`src/rtl/axis_width_converter.sv`:
```
// -----------------------------------------------------------------------------
// axis_width_converter
//
// AXI4-Stream lane-width converter. Input beats carry S_KEEP_WIDTH lanes and
// output beats carry M_KEEP_WIDTH lanes, each lane T_DATA_WIDTH bits wide.
// Kept input lanes are compacted into a circular lane buffer of
// DEPTH = DEPTH_MULT * max(S_KEEP_WIDTH, M_KEEP_WIDTH) slots. Each slot also
// holds a packet-end flag. Output beats are drawn from the buffer into a
// registered output stage. An output beat never spans two packets.
//
// Ports
//   clk          clock, all state changes on the rising edge
//   rst_n        synchronous active-low reset
//   s_data_i     input lanes, lane i at bits [i*T_DATA_WIDTH +: T_DATA_WIDTH]
//   s_keep_i     per-lane keep for the input beat
//   s_tlast_i    input beat ends a packet
//   s_valid_i    input beat valid
//   s_ready_o    room for a full input beat (depends on registered state only)
//   m_data_o     output lanes, low-aligned, unused lanes driven to zero
//   m_keep_o     contiguous low-aligned keep for the output beat
//   m_tlast_o    output beat ends a packet
//   m_valid_o    output beat valid (registered)
//   m_ready_i    downstream accepts the output beat
//   occupancy_o  lanes currently held in the buffer (output register excluded)
// -----------------------------------------------------------------------------
module axis_width_converter #(
   parameter int T_DATA_WIDTH = 8,
   parameter int S_KEEP_WIDTH = 4,
   parameter int M_KEEP_WIDTH = 2,
   parameter int DEPTH_MULT   = 4,
   localparam int DEPTH = DEPTH_MULT *
                          ((S_KEEP_WIDTH > M_KEEP_WIDTH) ? S_KEEP_WIDTH : M_KEEP_WIDTH),
   localparam int AW    = $clog2(DEPTH),
   localparam int PW    = AW + 1
) (
   input  logic                                 clk,
   input  logic                                 rst_n,
   input  logic [S_KEEP_WIDTH*T_DATA_WIDTH-1:0] s_data_i,
   input  logic [S_KEEP_WIDTH-1:0]              s_keep_i,
   input  logic                                 s_tlast_i,
   input  logic                                 s_valid_i,
   output logic                                 s_ready_o,
   output logic [M_KEEP_WIDTH*T_DATA_WIDTH-1:0] m_data_o,
   output logic [M_KEEP_WIDTH-1:0]              m_keep_o,
   output logic                                 m_tlast_o,
   output logic                                 m_valid_o,
   input  logic                                 m_ready_i,
   output logic [PW-1:0]                        occupancy_o
);

   // ---------------------------------------------------------------------------
   // State
   // ---------------------------------------------------------------------------
   logic [T_DATA_WIDTH-1:0] mem [DEPTH];
   logic [DEPTH-1:0]        last_q;
   logic [PW-1:0]           wr_ptr_q;
   logic [PW-1:0]           rd_ptr_q;
   logic [PW-1:0]           occ_q;
   // Empty packets (null last with nothing buffered to attach to) still owed
   // to the output as keep=0/tlast=1 beats. Saturates at its maximum.
   logic [PW-1:0]           null_cnt_q;

   assign occupancy_o = occ_q;
   assign s_ready_o   = (occ_q <= PW'(DEPTH - S_KEEP_WIDTH));

   logic accept;
   assign accept = s_valid_i && s_ready_o;

   // ---------------------------------------------------------------------------
   // Write side: compaction of kept lanes
   // ---------------------------------------------------------------------------
   logic [PW-1:0]           n_wr;
   logic [PW-1:0]           wr_off [S_KEEP_WIDTH];
   logic [AW-1:0]           wr_idx [S_KEEP_WIDTH];
   logic [S_KEEP_WIDTH-1:0] lane_last;
   logic [AW-1:0]           prev_idx;

   // NOTE: combinational blocks use blocking '=' so the running lane count is
   // seen by the next loop iteration; sequential blocks below use '<=' only.
   always_comb begin
      // NOTE: every output of this block gets a default first, so no path
      // leaves a variable unassigned and no latch is inferred.
      n_wr      = '0;
      lane_last = '0;
      for (int i = 0; i < S_KEEP_WIDTH; i++) begin
         wr_off[i] = n_wr;
         wr_idx[i] = wr_ptr_q[AW-1:0] + n_wr[AW-1:0];
         n_wr      = n_wr + PW'(s_keep_i[i]);
      end
      // Only the highest kept lane of a last beat carries the packet end.
      for (int i = 0; i < S_KEEP_WIDTH; i++) begin
         lane_last[i] = s_keep_i[i] && s_tlast_i && (wr_off[i] == n_wr - PW'(1));
      end
      prev_idx = wr_ptr_q[AW-1:0] - AW'(1);
   end

   // ---------------------------------------------------------------------------
   // Read side: how many slots the next output beat takes
   // ---------------------------------------------------------------------------
   logic [PW-1:0] n_take;
   logic          found;
   logic [AW-1:0] scan_idx;

   always_comb begin
      n_take   = '0;
      found    = 1'b0;
      scan_idx = '0;
      // Stop at the first packet end within reach so a beat never crosses it.
      for (int j = 0; j < M_KEEP_WIDTH; j++) begin
         scan_idx = rd_ptr_q[AW-1:0] + AW'(j);
         if (!found && (PW'(j) < occ_q) && last_q[scan_idx]) begin
            found  = 1'b1;
            n_take = PW'(j + 1);
         end
      end
      if (!found && (occ_q >= PW'(M_KEEP_WIDTH))) begin
         n_take = PW'(M_KEEP_WIDTH);
      end
   end

   logic [M_KEEP_WIDTH*T_DATA_WIDTH-1:0] rd_data;
   logic [M_KEEP_WIDTH-1:0]              rd_keep;
   logic                                 rd_last;
   logic [AW-1:0]                        rd_idx;

   always_comb begin
      rd_data = '0;
      rd_keep = '0;
      rd_last = 1'b0;
      rd_idx  = '0;
      for (int j = 0; j < M_KEEP_WIDTH; j++) begin
         rd_idx = rd_ptr_q[AW-1:0] + AW'(j);
         if (PW'(j) < n_take) begin
            rd_data[j*T_DATA_WIDTH +: T_DATA_WIDTH] = mem[rd_idx];
            rd_keep[j] = 1'b1;
            rd_last    = last_q[rd_idx];
         end
      end
   end

   // ---------------------------------------------------------------------------
   // Output register load decision
   // ---------------------------------------------------------------------------
   logic          out_free;
   logic          load_null;
   logic          load_data;
   logic [PW-1:0] n_rd;
   logic [PW-1:0] n_wr_acc;
   logic [PW-1:0] occ_after_rd;
   logic          null_last;
   logic          null_to_slot;
   logic          null_to_beat;

   assign out_free  = !m_valid_o || m_ready_i;
   // A pending empty packet predates everything now buffered, so it goes first.
   assign load_null = out_free && (null_cnt_q != '0);
   assign load_data = out_free && !load_null && (n_take != '0);
   assign n_rd      = load_data ? n_take : '0;
   assign n_wr_acc  = accept ? n_wr : '0;

   // A keep=0 last beat marks the newest buffered lane if one survives this
   // edge's read; otherwise it becomes an empty output beat of its own.
   assign occ_after_rd = occ_q - n_rd;
   assign null_last    = accept && (s_keep_i == '0) && s_tlast_i;
   assign null_to_slot = null_last && (occ_after_rd != '0);
   assign null_to_beat = null_last && (occ_after_rd == '0);

   // ---------------------------------------------------------------------------
   // Lane storage
   // ---------------------------------------------------------------------------
   // NOTE: the data array is deliberately not reset; the pointers and
   // occupancy define which slots are valid, so stale contents are never read.
   always_ff @(posedge clk) begin
      if (accept) begin
         for (int i = 0; i < S_KEEP_WIDTH; i++) begin
            if (s_keep_i[i]) begin
               mem[wr_idx[i]] <= s_data_i[i*T_DATA_WIDTH +: T_DATA_WIDTH];
            end
         end
      end
   end

   // ---------------------------------------------------------------------------
   // Control state and output register
   // ---------------------------------------------------------------------------
   always_ff @(posedge clk) begin
      if (!rst_n) begin
         last_q     <= '0;
         wr_ptr_q   <= '0;
         rd_ptr_q   <= '0;
         occ_q      <= '0;
         null_cnt_q <= '0;
         m_data_o   <= '0;
         m_keep_o   <= '0;
         m_tlast_o  <= 1'b0;
         m_valid_o  <= 1'b0;
      end else begin
         if (accept) begin
            for (int i = 0; i < S_KEEP_WIDTH; i++) begin
               if (s_keep_i[i]) begin
                  last_q[wr_idx[i]] <= lane_last[i];
               end
            end
         end
         if (null_to_slot) begin
            last_q[prev_idx] <= 1'b1;
         end

         wr_ptr_q <= wr_ptr_q + n_wr_acc;
         rd_ptr_q <= rd_ptr_q + n_rd;
         occ_q    <= occ_q + n_wr_acc - n_rd;

         if (null_to_beat && !load_null) begin
            if (null_cnt_q != '1) begin
               null_cnt_q <= null_cnt_q + PW'(1);
            end
         end else if (load_null && !null_to_beat) begin
            null_cnt_q <= null_cnt_q - PW'(1);
         end

         if (load_null) begin
            m_data_o  <= '0;
            m_keep_o  <= '0;
            m_tlast_o <= 1'b1;
            m_valid_o <= 1'b1;
         end else if (load_data) begin
            m_data_o  <= rd_data;
            m_keep_o  <= rd_keep;
            m_tlast_o <= rd_last;
            m_valid_o <= 1'b1;
         end else if (out_free) begin
            m_valid_o <= 1'b0;
         end
      end
   end

endmodule

```
`config.mk`:
```
export PLATFORM = sky130hd
export DESIGN_NAME = axis_width_converter
export DESIGN_NICKNAME = d
export VERILOG_FILES = /design/src/rtl/axis_width_converter.sv
export SDC_FILE = /design/constraint.sdc
export NUM_CORES = 1
export LEC_CHECK = 0
export ABC_AREA = 1
export CORE_UTILIZATION = 25
export CTS_BUF_LIST = sky130_fd_sc_hd__clkbuf_8
export CTS_CLUSTER_DIAMETER = 80
export CTS_CLUSTER_SIZE = 30
export DETAILED_ROUTE_END_ITERATION = 8
export PLACE_DENSITY = 0.43
export SLEW_MARGIN = 20
export SYNTH_ARGS = -nofsm -noshare
export SYNTH_HDL_FRONTEND = slang
export SYNTH_SLANG_ARGS = --single-unit
```
`constraint.sdc`:
```
create_clock -name clk -period 12.2 [get_ports clk]
set_input_delay 2.44 -clock clk [delete_from_list [all_inputs] [get_ports clk]]
set_output_delay 2.44 -clock clk [all_outputs]
set_load 0.01 [all_outputs]
```
## After elaboration in Yosys (flattened, before gate mapping)

Memories as Yosys holds them, arrays and structs flattened. A register that Yosys moved wholly into a read port is not among the register bits.
Index checks and enable logic that the tools add are counted.

| operators by class | value |
|---|---|
| add/subtract/negate cells | 16 |
| magnitude comparators | 18 |
| equal/unequal tests | 5 |
| multiplexer cells | 64 |
| bitwise logic cells | 2 |
| reductions and logical operators | 44 |

Operator list:

| operator | count |
|---|---|
| $mux W16 | 13 |
| $bwmux W16 | 4 |
| $lt A4 B5 Y1 const B | 7 |
| $mux W1 | 31 |
| $mux W5 | 6 |
| $logic_and A1 B1 Y1 | 27 |
| $demux W1 S4 | 5 |
| $ge A4 B1 Y1 const B | 5 |
| $lt A1 B5 Y1 const A | 4 |
| $mux W8 | 2 |
| $or A16 B16 Y16 | 1 |
| $reduce_bool A5 Y1 | 3 |
| $add A5 B4 Y5 | 2 |
| $logic_not A5 Y1 | 2 |
| $sub A5 B5 Y5 | 2 |
| $bmux W1 S4 | 2 |
| $add A5 B1 Y5 const B | 1 |
| $add A5 B5 Y5 | 1 |
| $eq A1 B5 Y1 | 1 |
| $eq A2 B5 Y1 | 1 |
| $eq A3 B5 Y1 | 1 |
| $ge A5 B2 Y1 const B | 1 |
| $le A5 B4 Y1 const B | 1 |
| $logic_not A1 Y1 | 5 |
| other kinds (20) | 21 |

| storage, ports and cells | value |
|---|---|
| register bits after elaboration | 56 |
| memory bits (writable) | 128 |
| input bits | 41 |
| output and inout bits | 26 |
| word-level logic and storage cells | 159 |
| memories | 1 |

Memories:

| memory | words | width | rd ports | clocked after memory_dff | wr ports | line | RTL |
|---|---|---|---|---|---|---|---|
| mem | 16 | 8 | 2 | 1 | 4 | 54 | `logic [T_DATA_WIDTH-1:0] mem [DEPTH];` |

## Depth between registers and ports, before layout

Gate-level depths: netlist of the first run.

| logic depth | value |
|---|---|
| depth after elaboration | 24 |
| mapped depth | 28 |
| mapped depth without buffers | 26 |

## Worst setup path before layout of the first run

No wires, ideal clock.

| path | value |
|---|---|
| path kind | input port to flip-flop |
| start point | in s_keep_i[0] |
| end point | reg occ_q[4] (netlist: occupancy_o[4]) |
| setup time | 0.128 ns |
| data arrival time | 5.449 ns |
| data required time | 12.072 ns |
| slack | 6.622 ns |
| stages | 14 |
| path buffers | 1 |
| cell sequence | inv_1 -> clkbuf_1 -> ha_1 -> ha_1 -> fa_1 -> inv_1 -> nor2_1 -> inv_1 -> fa_1 -> fa_1 -> nor3_1 -> a211oi_1 -> o21ai_0 -> a21oi_1 |

| on the way | value |
|---|---|
| cells in the longest elaborated chain, start to end | 6 |

RTL lines:

| what | line | RTL |
|---|---|---|
| start: declaration | 39 | `input logic [S_KEEP_WIDTH-1:0] s_keep_i,` |
| $add A1 B1 Y2 | 88 | `n_wr = n_wr + PW'(s_keep_i[i]);` |
| $add A2 B1 Y3 | 88 |  |
| $add A3 B1 Y4 | 88 |  |
| $mux W4 | 159 | `assign n_wr_acc = accept ? n_wr : '0;` |
| $add A5 B4 Y5 | 211 | `occ_q <= occ_q + n_wr_acc - n_rd;` |
| $sub A5 B5 Y5 | 211 |  |
| end signal: assignment | 211 |  |
| end: declaration | 58 | `logic [PW-1:0] occ_q;` |

Every way passes these cells.
A chain may end at the register's enable or synchronous reset.

==> results of run 1 <==
[sequential cells by signal, summed over array words and instances (netlist names)]
name,cells
mem,128
last_q,16
m_data_o,16
null_cnt_q,5
occupancy_o,5
rd_ptr_q,4
wr_ptr_q,4
m_keep_o,2
m_tlast_o,1
m_valid_o,1
[cell usage in the layout, fill, tap and decap left out, types with 9 or more instances in the layout]
cell	instances
sky130_fd_sc_hd__o221ai_1	9
sky130_fd_sc_hd__inv_1	207
sky130_fd_sc_hd__o211ai_1	84
sky130_fd_sc_hd__edfxtp_1	128
sky130_fd_sc_hd__ha_1	33
sky130_fd_sc_hd__nor2_2	13
sky130_fd_sc_hd__clkbuf_8	17
sky130_fd_sc_hd__fa_1	9
sky130_fd_sc_hd__clkdlybuf4s50_1	66
sky130_fd_sc_hd__clkinv_1	10
sky130_fd_sc_hd__nor2_1	187
sky130_fd_sc_hd__a21oi_1	123
sky130_fd_sc_hd__o22ai_1	26
sky130_fd_sc_hd__nor2_4	9
sky130_fd_sc_hd__xor2_1	9
sky130_fd_sc_hd__nand2_1	608
sky130_fd_sc_hd__dfxtp_1	53
sky130_fd_sc_hd__a22oi_1	36
sky130_fd_sc_hd__o21ai_0	294
sky130_fd_sc_hd__a31oi_1	33
sky130_fd_sc_hd__o21ai_1	26
sky130_fd_sc_hd__nand4_1	12
sky130_fd_sc_hd__inv_2	15
sky130_fd_sc_hd__nand3_1	237
sky130_fd_sc_hd__buf_4	20
[routing by layer]
layer,global-route usage (%),wire (µm)
met5,0,38
met4,12.2,4030
met3,4.93,7500
met2,36.9,33400
met1,36.8,36700
[critical path, delay by kind of cell]
| family | cells | cell delay (ns) |
|---|---|---|
| adders and majority gates | 3 | 1.00 |
| buffers and inverters | 4 | 1.56 |
| AOI/OAI and AO/OA | 2 | 0.81 |
| xor gates and xnor gates | 1 | 0.44 |
| and+or+nand+nor | 2 | 1.17 |
[power groups by stage]
| stage | Combinational (µW) | Clock [µW] | Sequential, µW |
|---|---|---|---|
| global placement | 1230 | 0 | 843 |
| global route | 1370 | 473 | 839 |
| detailed placement | 1230 | 0 | 843 |
| CTS | 1240 | 458 | 829 |
| floorplan | 786 | 0 | 812 |
| finish | 1250 | 444 | 830 |
[cell families (layout without fill, tap and decap cells)]
group | count (synthesis) | after routing
buffers and inverters | 378 | 351
and+or+nand+nor | 1089 | 1089
AOI/OAI and AO/OA | 636 | 636
xor gates and xnor gates | 12 | 12
adders and majority gates | 42 | 42
DFF | 182 | 182
other | 0 | 2
[worst max path at each step]
stage                 from        endpoint  slack [ns]  cells past startpoint
2_1_floorplan  s_keep_i[0]  occupancy_o[4]        6.62                     14
3_3_place_gp   s_keep_i[0]      mem[11][5]        4.58                     15
3_5_place_dp   s_keep_i[0]      mem[11][5]        4.39                     15
4_1_cts        s_keep_i[0]      mem[11][6]        5.08                     15
5_1_grt          m_ready_i   null_cnt_q[4]        4.98                     22
6_report       s_keep_i[0]       mem[0][4]        5.04                     12
[final cells by class]
class / instances / area share [%]
Multi-Input combinational cell: 1779 / 52.8
Antenna cell: 2 / 0.0295
Tap cell: 782 / 5.77
Clock buffer: 17 / 1.38
Clock inverter: 15 / 0.988
Sequential cell: 182 / 29.0
Inverter: 233 / 5.19
Timing Repair Buffer: 86 / 4.78
[stage by stage]
step	worst slack [ns]	util [%]
global route	4.98	27.9
global placement	4.58	27.2
CTS	5.08	27.9
floorplan	6.62	-
detailed placement	4.39	27.2
finish	5.04	27.9
==> flow_metrics.tcl, run 1 <==
set metrics [dict create \
    hold_path.class "reg2reg" \
    r2r_slack_ns 6.88 \
    fin_crit_sh_pct 58.7 \
    initial_antenna_violation_count 5 \
    setup-violations-final 0 \
    final_design_area_no_fill_um2 17000 \
    place.gp.congestion 0.979 \
    cts-hold-fix-buffers 0 \
    routed_wire_length_per_instance_um 26.4 \
    insertion_delay_ns 0.59 \
    tritoncts "yes" \
    synth_seq_area_share_pct 31.8 \
    cp-start-kind "input pin" \
    flow.area_growth_from_synthesis_pct 9.51 \
    ff_latch_area_um2 4930 \
    detailedRoute.firstIterationViolations 2552 \
    chip_width_um 251 \
    dp_hpwl_um 61300 \
    yosys_warnings 0 \
    cts_root_buffer "sky130_fd_sc_hd__clkbuf_8" \
    die_y_um 251 \
    placedCellCount 3062 \
    finalPower_uw 2530 \
    fraction_of_registers_with_async_set_reset_pct 0 \
    antenna_violating_nets_post_route 0 \
    postRouteWirelength_um 81800 \
    synth_top_cells_by_area "sky130_fd_sc_hd__edfxtp_1 25%, sky130_fd_sc_hd__nand2_1 15%, sky130_fd_sc_hd__o21ai_0 9.5%" \
    final_count_of_pins_violating_max_slew 0 \
    post-cts-setup-buffer-count 0 \
    fin_worst_hold_slack_ns 0.470 \
    grt_first_pass_wirelength_um 115000 \
    synthXorXnorAreaFrac_pct 0.896 \
    cts_buffers 17 \
    ioPinCount 67 \
    ir_worst_vdd_mv 0.0753 \
    port-buffer-count 66 \
    coreArea_um2 60800 \
    outcome "complete, no violations" \
    postSynthRegisterBits 182 \
    timing.fmax_ghz 0.140 \
    layout.nets 2382 \
    mappedNetlistArea_um2 15500 \
    syn-mean-instance-area_um2 6.62 \
    floorplan.die_area_um2 63000 \
    path_class "in2reg" \
    crit_path_end_kind "register" \
    cts.sink_count 182 \
    critPathMaxStageDelay_ns 0.66 \
    rr_startpoint "rd_ptr_q[0]" \
    grt_util_overall_pct 25.8 \
    reg2reg_to "null_cnt_q[4]" \
    combinational_family_with_the_most_area_after_synthesis "simple AND/OR/NAND/NOR gates" \
    power-per-cell-area_nw_per_um2 149 \
    synth.lib_cells_used.distinct 45 \
    synth_fp_nets 2422 \
    worst_slew_margin_rel_pct 23.7 \
    sequentialPowerShare_pct 32.9 \
    vias_in_the_first_global_route 15136 \
    clockBufferDepth 2 \
    internal_power_uw 1270 \
    timing.max_cap.violations 0 \
    power_frac_comb_pct 49.5 \
    final_cell_count_no_fill 3096 \
    whs_path_depth 2 \
    dpl_cell_area_um2 16600 \
    floorplan.initialDensity_pct 25.5 \
    synth.top_cell.area_share_pct 24.8 \
    period_minus_slack_ns 7.16 \
    final_hold_viol_count 0 \
    p_sw_uw 1250 \
    timing.critical_path.required_ns 12.46 \
    cts_htree_levels 4 \
    critPathMaxFanout 17 \
    worstHoldEndpoint "m_keep_o[1]" \
    synthCells 2339 \
    drt_pre_antenna_iters 8 \
    timing.reg2reg.worst_path_depth 26 \
    holdCritStartpoint "m_keep_o[1]" \
    synth_simple_gate_area_share_pct 29.8 \
    synth_fa_ha_area_share_pct 3.83 \
    rsz0062_at_grt "false" \
    synth_compound_area_share_pct 23.3 \
    power.leakage_uw 0.00674 \
    worstPathArrival_ns 7.43 \
    routed_via_count 17161 \
    proportion_of_total_power_due_to_net_switching_pct 49.7 \
    num-fill-cells 6631 \
    synth_edf_count 128 \
    cts_repair_resized_insts 0 \
    fin_skew_ns 0.0363 \
    largest_net_degree_at_the_start_of_global_routing 101 \
    netlist.top_cell.by_area "sky130_fd_sc_hd__edfxtp_1" \
    portion_of_netlist_area_occupied_by_mux_cells_pct 0 \
    fraction_of_layout_cells_with_a_size_suffix_above_1_pct 4.93 \
    drt_drc_violations_left 0 \
    multi_input_logic_area_um2 8960 \
    tightestPinTransition_ns 1.14 \
    core.rowCount 90 \
    synth.most_common_cell "sky130_fd_sc_hd__nand2_1" \
    via_per_inst 5.54 \
    critical_path.cell_chain "clkdlybuf4s50_1 > inv_1 > ha_1 > ha_1 > fa_1 > xnor2_2 > inv_2 > nor2_2 > nand3_1 > inv_2 > o21ai_1 > o21ai_0" \
    clockPowerShare_pct 17.6 \
    cp_max_delay_cell "sky130_fd_sc_hd__o21ai_0" \
    netlist_top_cells_count "608 x sky130_fd_sc_hd__nand2_1, 294 x sky130_fd_sc_hd__o21ai_0, 237 x sky130_fd_sc_hd__nand3_1" \
    clk_pin_slew_worst_paths_ns 0.11 \
    postSynth.topFlopCell "sky130_fd_sc_hd__edfxtp_1" \
    gr-total-overflow 0 \
    fin_setup_tns_ns 0 \
]
No activity file was read; power rests on OpenSTA's default activity.
==> inputs of run 2 (changes only) <==
--- a/config.mk
+++ b/config.mk
@@ -11,7 +11,7 @@
 export CTS_CLUSTER_DIAMETER = 80
 export CTS_CLUSTER_SIZE = 30
 export DETAILED_ROUTE_END_ITERATION = 8
-export PLACE_DENSITY = 0.43
+export PLACE_DENSITY = 0.44
 export SLEW_MARGIN = 20
 export SYNTH_ARGS = -nofsm -noshare
 export SYNTH_HDL_FRONTEND = slang
==> constraint.sdc (replaced) <==
create_clock -name clk -period 6.1 [get_ports clk]
set_input_delay 1.22 -clock clk [delete_from_list [all_inputs] [get_ports clk]]
set_output_delay 1.22 -clock clk [all_outputs]
set_load 0.01 [all_outputs]
==> run 2 against run 1 <==
Effect of this change: final area increased by 1.0%; clock-buffer cell count stayed put; global-route usage down 0.26 points; wire length down 0.59%; non-clock buffer count is 19 higher; combinational power rose by 99%; core utilization is 0.28 points higher; sequential power increased by 100%; critical path depth is 1 higher; critical path type unchanged; critical endpoint is now mem[4][7].
==> flow_metrics.tcl, run 2 (synthesis gave the netlist of run 1 again) <==
set metrics [dict create \
    outcome "complete, no violations" \
    final_hold_viol_count 0 \
    worst_slew_margin_rel_pct 21.3 \
    timing.reg2reg.worst_path_depth 21 \
    worstHoldEndpoint "m_data_o[10]" \
    fin_crit_sh_pct 79.3 \
    cts-hold-fix-buffers 0 \
    dp_hpwl_um 60800 \
    place.gp.congestion 0.956 \
    cts_htree_levels 4 \
    cts_root_buffer "sky130_fd_sc_hd__clkbuf_8" \
    rsz0062_at_grt "false" \
    core.rowCount 90 \
    floorplan.die_area_um2 63000 \
    die_y_um 251 \
    ir_worst_vdd_mv 0.174 \
    grt_first_pass_wirelength_um 114000 \
    whs_path_depth 2 \
    vias_in_the_first_global_route 15403 \
    drt_drc_violations_left 0 \
    layout.nets 2401 \
    fin_setup_tns_ns 0 \
    finalCoreUtilization_pct 28.2 \
    post-cts-setup-buffer-count 0 \
    detailedRoute.firstIterationViolations 2410 \
    holdCritStartpoint "m_data_o[10]" \
    r2r_slack_ns 1.53 \
    period_minus_slack_ns 4.84 \
    insertion_delay_ns 0.59 \
    initial_antenna_violation_count 2 \
    via_per_inst 5.49 \
    clk_pin_slew_worst_paths_ns 0.12 \
    reg2reg_to "null_cnt_q[4]" \
    power-per-cell-area_nw_per_um2 300 \
    ioPinCount 67 \
    path_class "in2reg" \
    final_count_of_pins_violating_max_slew 0 \
    port-buffer-count 66 \
    rr_startpoint "rd_ptr_q[0]" \
    fin_skew_ns 0.0194 \
    coreArea_um2 60800 \
    routed_wire_length_per_instance_um 26.1 \
    cts_repair_resized_insts 0 \
    timing.max_cap.violations 0 \
    floorplan.initialDensity_pct 25.5 \
    setup-violations-final 0 \
    postRouteWirelength_um 81300 \
    drt_pre_antenna_iters 6 \
    timing.fmax_ghz 0.207 \
    routed_via_count 17096 \
    worstPathArrival_ns 5.11 \
    cts.sink_count 182 \
    max_reg_flops 128 \
    crit_path_end_kind "register" \
    tightestPinTransition_ns 1.18 \
    power.leakage_uw 0.00686 \
    mostFrequentLayoutCells "608 x sky130_fd_sc_hd__nand2_1, 294 x sky130_fd_sc_hd__o21ai_0, 237 x sky130_fd_sc_hd__nand3_1, 207 x sky130_fd_sc_hd__inv_1, 188 x sky130_fd_sc_hd__nor2_1" \
    antenna_violating_nets_post_route 0 \
    flow.area_growth_from_synthesis_pct 10.6 \
    cp-start-kind "input pin" \
    tritoncts "yes" \
    timing.critical_path.required_ns 6.37 \
    chip_width_um 251 \
    mostFrequentLayoutCell "sky130_fd_sc_hd__nand2_1" \
    grt_util_overall_pct 25.5 \
    clockBufferDepth 2 \
    cts_buffers 17 \
    hold_path.class "reg2reg" \
    fraction_of_layout_cells_with_a_size_suffix_above_1_pct 5.71 \
    largest_net_degree_at_the_start_of_global_routing 100 \
    critPathMaxFanout 13 \
    gr-total-overflow 0 \
]
[run 2: layout make-up]
class	instances	area, µm²
timing repair buffer	105	953
clock buffer	17	234
antenna	3	7.51
fill	6730	43700
inverter	233	881
tap	782	978
clock inverter	15	186
multi-input combinational	1779	8970
sequential	182	4930
[run 2: worst max-delay path, cell delays in order]
cell,delay [ns]
sky130_fd_sc_hd__clkdlybuf4s50_1,0.56
sky130_fd_sc_hd__fa_1,0.64
sky130_fd_sc_hd__ha_1,0.18
sky130_fd_sc_hd__inv_1,0.06
sky130_fd_sc_hd__fa_1,0.58
sky130_fd_sc_hd__inv_1,0.08
sky130_fd_sc_hd__nor2_1,0.14
sky130_fd_sc_hd__inv_1,0.06
sky130_fd_sc_hd__nor2_1,0.25
sky130_fd_sc_hd__inv_1,0.10
sky130_fd_sc_hd__nor2_1,0.42
sky130_fd_sc_hd__nand2_1,0.37
sky130_fd_sc_hd__nand3_1,0.44
[run 2: per-layer routing]
metal,routed length [µm],GRT usage (%),vias up,part of all wire [%]
met5,0,0,-,0
met4,3480,11.9,0,4.3
met3,7560,5.56,157,9.3
met2,35300,39.0,947,43
met1,34900,34.1,8062,43
li1,-,-,7930,-
[run 2: worst max-delay path by stage]
stage	cells past startpoint	start	to	slack (ns)
floorplan	14	s_keep_i[0]	occupancy_o[4]	1.74
global placement	13	s_keep_i[0]	mem[4][4]	0.74
detailed placement	13	s_keep_i[0]	mem[4][0]	0.67
CTS	13	s_keep_i[0]	mem[4][7]	1.31
global route	26	rd_ptr_q[0]	null_cnt_q[4]	1.06
finish	13	s_keep_i[0]	mem[4][7]	1.26
[run 2: per-stage QoR]
step | cells | power [µW] | setup slack [ns] | hold slack (ns) | instance area, µm²
after floorplan | 2339 | 3200 | 1.74 | 0.470 | 15500
after global placement | 3081 | 4170 | 0.740 | 0.455 | 16700
after detailed placement | 3081 | 4190 | 0.665 | 0.459 | 16700
after CTS | 3113 | 5140 | 1.31 | 0.476 | 17100
after global routing | 3114 | 5450 | 1.06 | 0.501 | 17100
final | 3116 | 5150 | 1.26 | 0.472 | 17100
[run 2: power breakdown]
part,total [µW],switching [µW],internal [µW],leakage (µW)
combinational,2490,1740,756,0.00504
sequential,1700,190,1510,0.00160
clock,961,579,382,0.000217
total,5150,2510,2640,0.00686
==> inputs of run 3 (changes only) <==
--- a/config.mk
+++ b/config.mk
@@ -11,7 +11,7 @@
 export CTS_CLUSTER_DIAMETER = 80
 export CTS_CLUSTER_SIZE = 30
 export DETAILED_ROUTE_END_ITERATION = 8
-export PLACE_DENSITY = 0.44
+export PLACE_DENSITY = 0.43
 export SLEW_MARGIN = 20
 export SYNTH_ARGS = -nofsm -noshare
 export SYNTH_HDL_FRONTEND = slang
==> constraint.sdc (replaced) <==
create_clock -name clk -period 4.7 [get_ports clk]
set_input_delay 0.94 -clock clk [delete_from_list [all_inputs] [get_ports clk]]
set_output_delay 0.94 -clock clk [all_outputs]
set_load 0.01 [all_outputs]
==> run 3 against run 2 <==
Effect of this change: largest power group unchanged; clock skew up 0.0015 ns; highest routed layer unchanged; via count grew 2.8%; non-clock buffer count up 127.
==> flow_metrics.tcl, run 3 (synthesis gave the netlist of run 1 again) <==
set metrics [dict create \
    outcome "complete, no violations" \
    setup-violations-final 0 \
    final_count_of_pins_violating_max_slew 0 \
    critPathMaxStageDelay_ns 0.70 \
    mostFrequentLayoutCells "608 x sky130_fd_sc_hd__nand2_1, 294 x sky130_fd_sc_hd__o21ai_0, 237 x sky130_fd_sc_hd__nand3_1, 207 x sky130_fd_sc_hd__inv_1, 188 x sky130_fd_sc_hd__nor2_1" \
    place.gp.congestion 0.964 \
    chip_width_um 251 \
    timing.critical_path.required_ns 5.18 \
    period_minus_slack_ns 4.22 \
    cts_buffers 17 \
    proportion_of_total_power_due_to_net_switching_pct 48.1 \
    drt_drc_violations_left 0 \
    max_reg_flops 128 \
    sequentialPowerShare_pct 31.8 \
    vias_in_the_first_global_route 15701 \
    dp_hpwl_um 62200 \
    worst_slew_margin_rel_pct 36.1 \
    via_per_inst 5.42 \
    post-cts-setup-buffer-count 0 \
    tightestPinTransition_ns 0.959 \
    rsz0062_at_grt "false" \
    antenna_violating_nets_post_route 0 \
    fin_worst_hold_slack_ns 0.472 \
    tritoncts "yes" \
    port-buffer-count 66 \
    grt_util_overall_pct 25.7 \
    insertion_delay_ns 0.57 \
    cts_htree_levels 4 \
    cts.sink_count 182 \
    drt_pre_antenna_iters 7 \
    floorplan.initialDensity_pct 25.5 \
    clk_pin_slew_worst_paths_ns 0.12 \
    critPathMaxFanout 51 \
    fin_crit_sh_pct 89.7 \
    postRouteWirelength_um 82200 \
    core.rowCount 90 \
    mostFrequentLayoutCell "sky130_fd_sc_hd__nand2_1" \
    cp-start-kind "register" \
    coreArea_um2 60800 \
    detailedRoute.firstIterationViolations 2320 \
    cts_repair_resized_insts 0 \
    cts_root_buffer "sky130_fd_sc_hd__clkbuf_8" \
    crit_family "simple AND/OR/NAND/NOR gates" \
    fraction_of_layout_cells_with_a_size_suffix_above_1_pct 10.5 \
    path_class "reg2reg" \
    crit_path_end_kind "register" \
    final_hold_viol_count 0 \
    clockPowerShare_pct 16.8 \
    num-fill-cells 6666 \
    die_y_um 251 \
    cts-hold-fix-buffers 0 \
    power-per-cell-area_nw_per_um2 374 \
    p_sw_uw 3260 \
    ioPinCount 67 \
    worstPathArrival_ns 4.70 \
    floorplan.die_area_um2 63000 \
    initial_antenna_violation_count 2 \
    layout.nets 2528 \
    clockBufferDepth 2 \
    power.leakage_uw 0.00748 \
    timing.max_cap.violations 0 \
    flow.area_growth_from_synthesis_pct 17.1 \
    routed_via_count 17568 \
    timing.fmax_ghz 0.237 \
    largest_net_degree_at_the_start_of_global_routing 95 \
    ir_worst_vdd_mv 0.210 \
    internal_power_uw 3520 \
    timing.critical_path.buf_inv 3 \
    grt_first_pass_wirelength_um 115000 \
    fin_setup_tns_ns 0 \
    fin_skew_ns 0.0209 \
    hold_path.class "reg2reg" \
    gr-total-overflow 0 \
    cp_max_delay_cell "sky130_fd_sc_hd__dfxtp_4" \
    power_frac_comb_pct 51.3 \
    routed_wire_length_per_instance_um 25.3 \
]
[run 3: cell count changes in the layout (fill, tap and decap cells not counted), sizes merged]
cell / change
inv: +2
bufinv: -2
clkinvlp: +1
clkinv: -1
buf: +127
diode: -2
[run 3: per-layer routing]
layer	global-route usage (%)	share of wire (%)
met1	36.2	45
met2	37.8	42
met3	5.05	8.6
met4	11.4	4.7
met5	0	0
[run 3: worst reg2reg max path, stage by stage, from the launching register on]
cell and delay [ns]:
sky130_fd_sc_hd__dfxtp_4 0.70, sky130_fd_sc_hd__inv_2 0.23, sky130_fd_sc_hd__nand2_1 0.10, sky130_fd_sc_hd__nand3_1 0.07
sky130_fd_sc_hd__nand2_1 0.11, sky130_fd_sc_hd__nand2_1 0.06, sky130_fd_sc_hd__nand3_1 0.12, sky130_fd_sc_hd__nand3_1 0.12
sky130_fd_sc_hd__nand2_1 0.13, sky130_fd_sc_hd__nand2_1 0.09, sky130_fd_sc_hd__nor2_1 0.25, sky130_fd_sc_hd__ha_1 0.21
sky130_fd_sc_hd__inv_1 0.05, sky130_fd_sc_hd__nor2_1 0.08, sky130_fd_sc_hd__nor2_1 0.04, sky130_fd_sc_hd__nor3_1 0.25
sky130_fd_sc_hd__nand3_1 0.28, sky130_fd_sc_hd__ha_1 0.38, sky130_fd_sc_hd__inv_1 0.09, sky130_fd_sc_hd__o21bai_1 0.06
sky130_fd_sc_hd__a31oi_1 0.24, sky130_fd_sc_hd__nand4_1 0.17, sky130_fd_sc_hd__nand2_1 0.11, sky130_fd_sc_hd__nor2_1 0.05
sky130_fd_sc_hd__nor2_1 0.08, sky130_fd_sc_hd__nor2_1 0.05
[run 3: power by group through the flow]
stage,Clock (µW),Combinational [µW],Sequential [µW]
2_1_floorplan,0,2040,2110
3_3_place_gp,0,3440,2190
3_5_place_dp,0,3440,2190
4_1_cts,1180,3460,2150
5_1_grt,1220,3810,2180
6_report,1140,3480,2160
[run 3: through the flow]
| step | instances | cell area [µm²] | setup WS, ns | utilization (%) | total power, µW |
|---|---|---|---|---|---|
| 5_1_grt | 3241 | 18100 | 0.148 | 29.8 | 7210 |
| 3_5_place_dp | 3208 | 17700 | 0.0415 | 29.2 | 5630 |
| 2_1_floorplan | 2339 | 15500 | 0.622 | - | 4150 |
| 3_3_place_gp | 3208 | 17700 | 0.0963 | 29.2 | 5620 |
| 6_report | 3241 | 18100 | 0.483 | 29.8 | 6790 |
| 4_1_cts | 3240 | 18100 | 0.527 | 29.8 | 6790 |
[run 3: layout make-up]
cell class / count / area (µm²) / area share (%)
multi-input combinational: 1779 / 8970 / 49.4
sequential: 182 / 4930 / 27.2
timing repair buffer: 232 / 1990 / 11.0
tap: 782 / 978 / 5.39
inverter: 233 / 881 / 4.86
clock buffer: 17 / 234 / 1.29
clock inverter: 15 / 151 / 0.835
antenna: 1 / 2.50 / 0.0138
[run 3: worst paths after layout]
check	from	to	slack, ns	depth (start not counted)
min	m_data_o[9]	m_data_o[9]	0.47	2
max reg2reg	rd_ptr_q[0]	null_cnt_q[4]	0.48	25
min reg2reg	m_data_o[9]	m_data_o[9]	0.47	2
max	rd_ptr_q[0]	null_cnt_q[4]	0.48	25
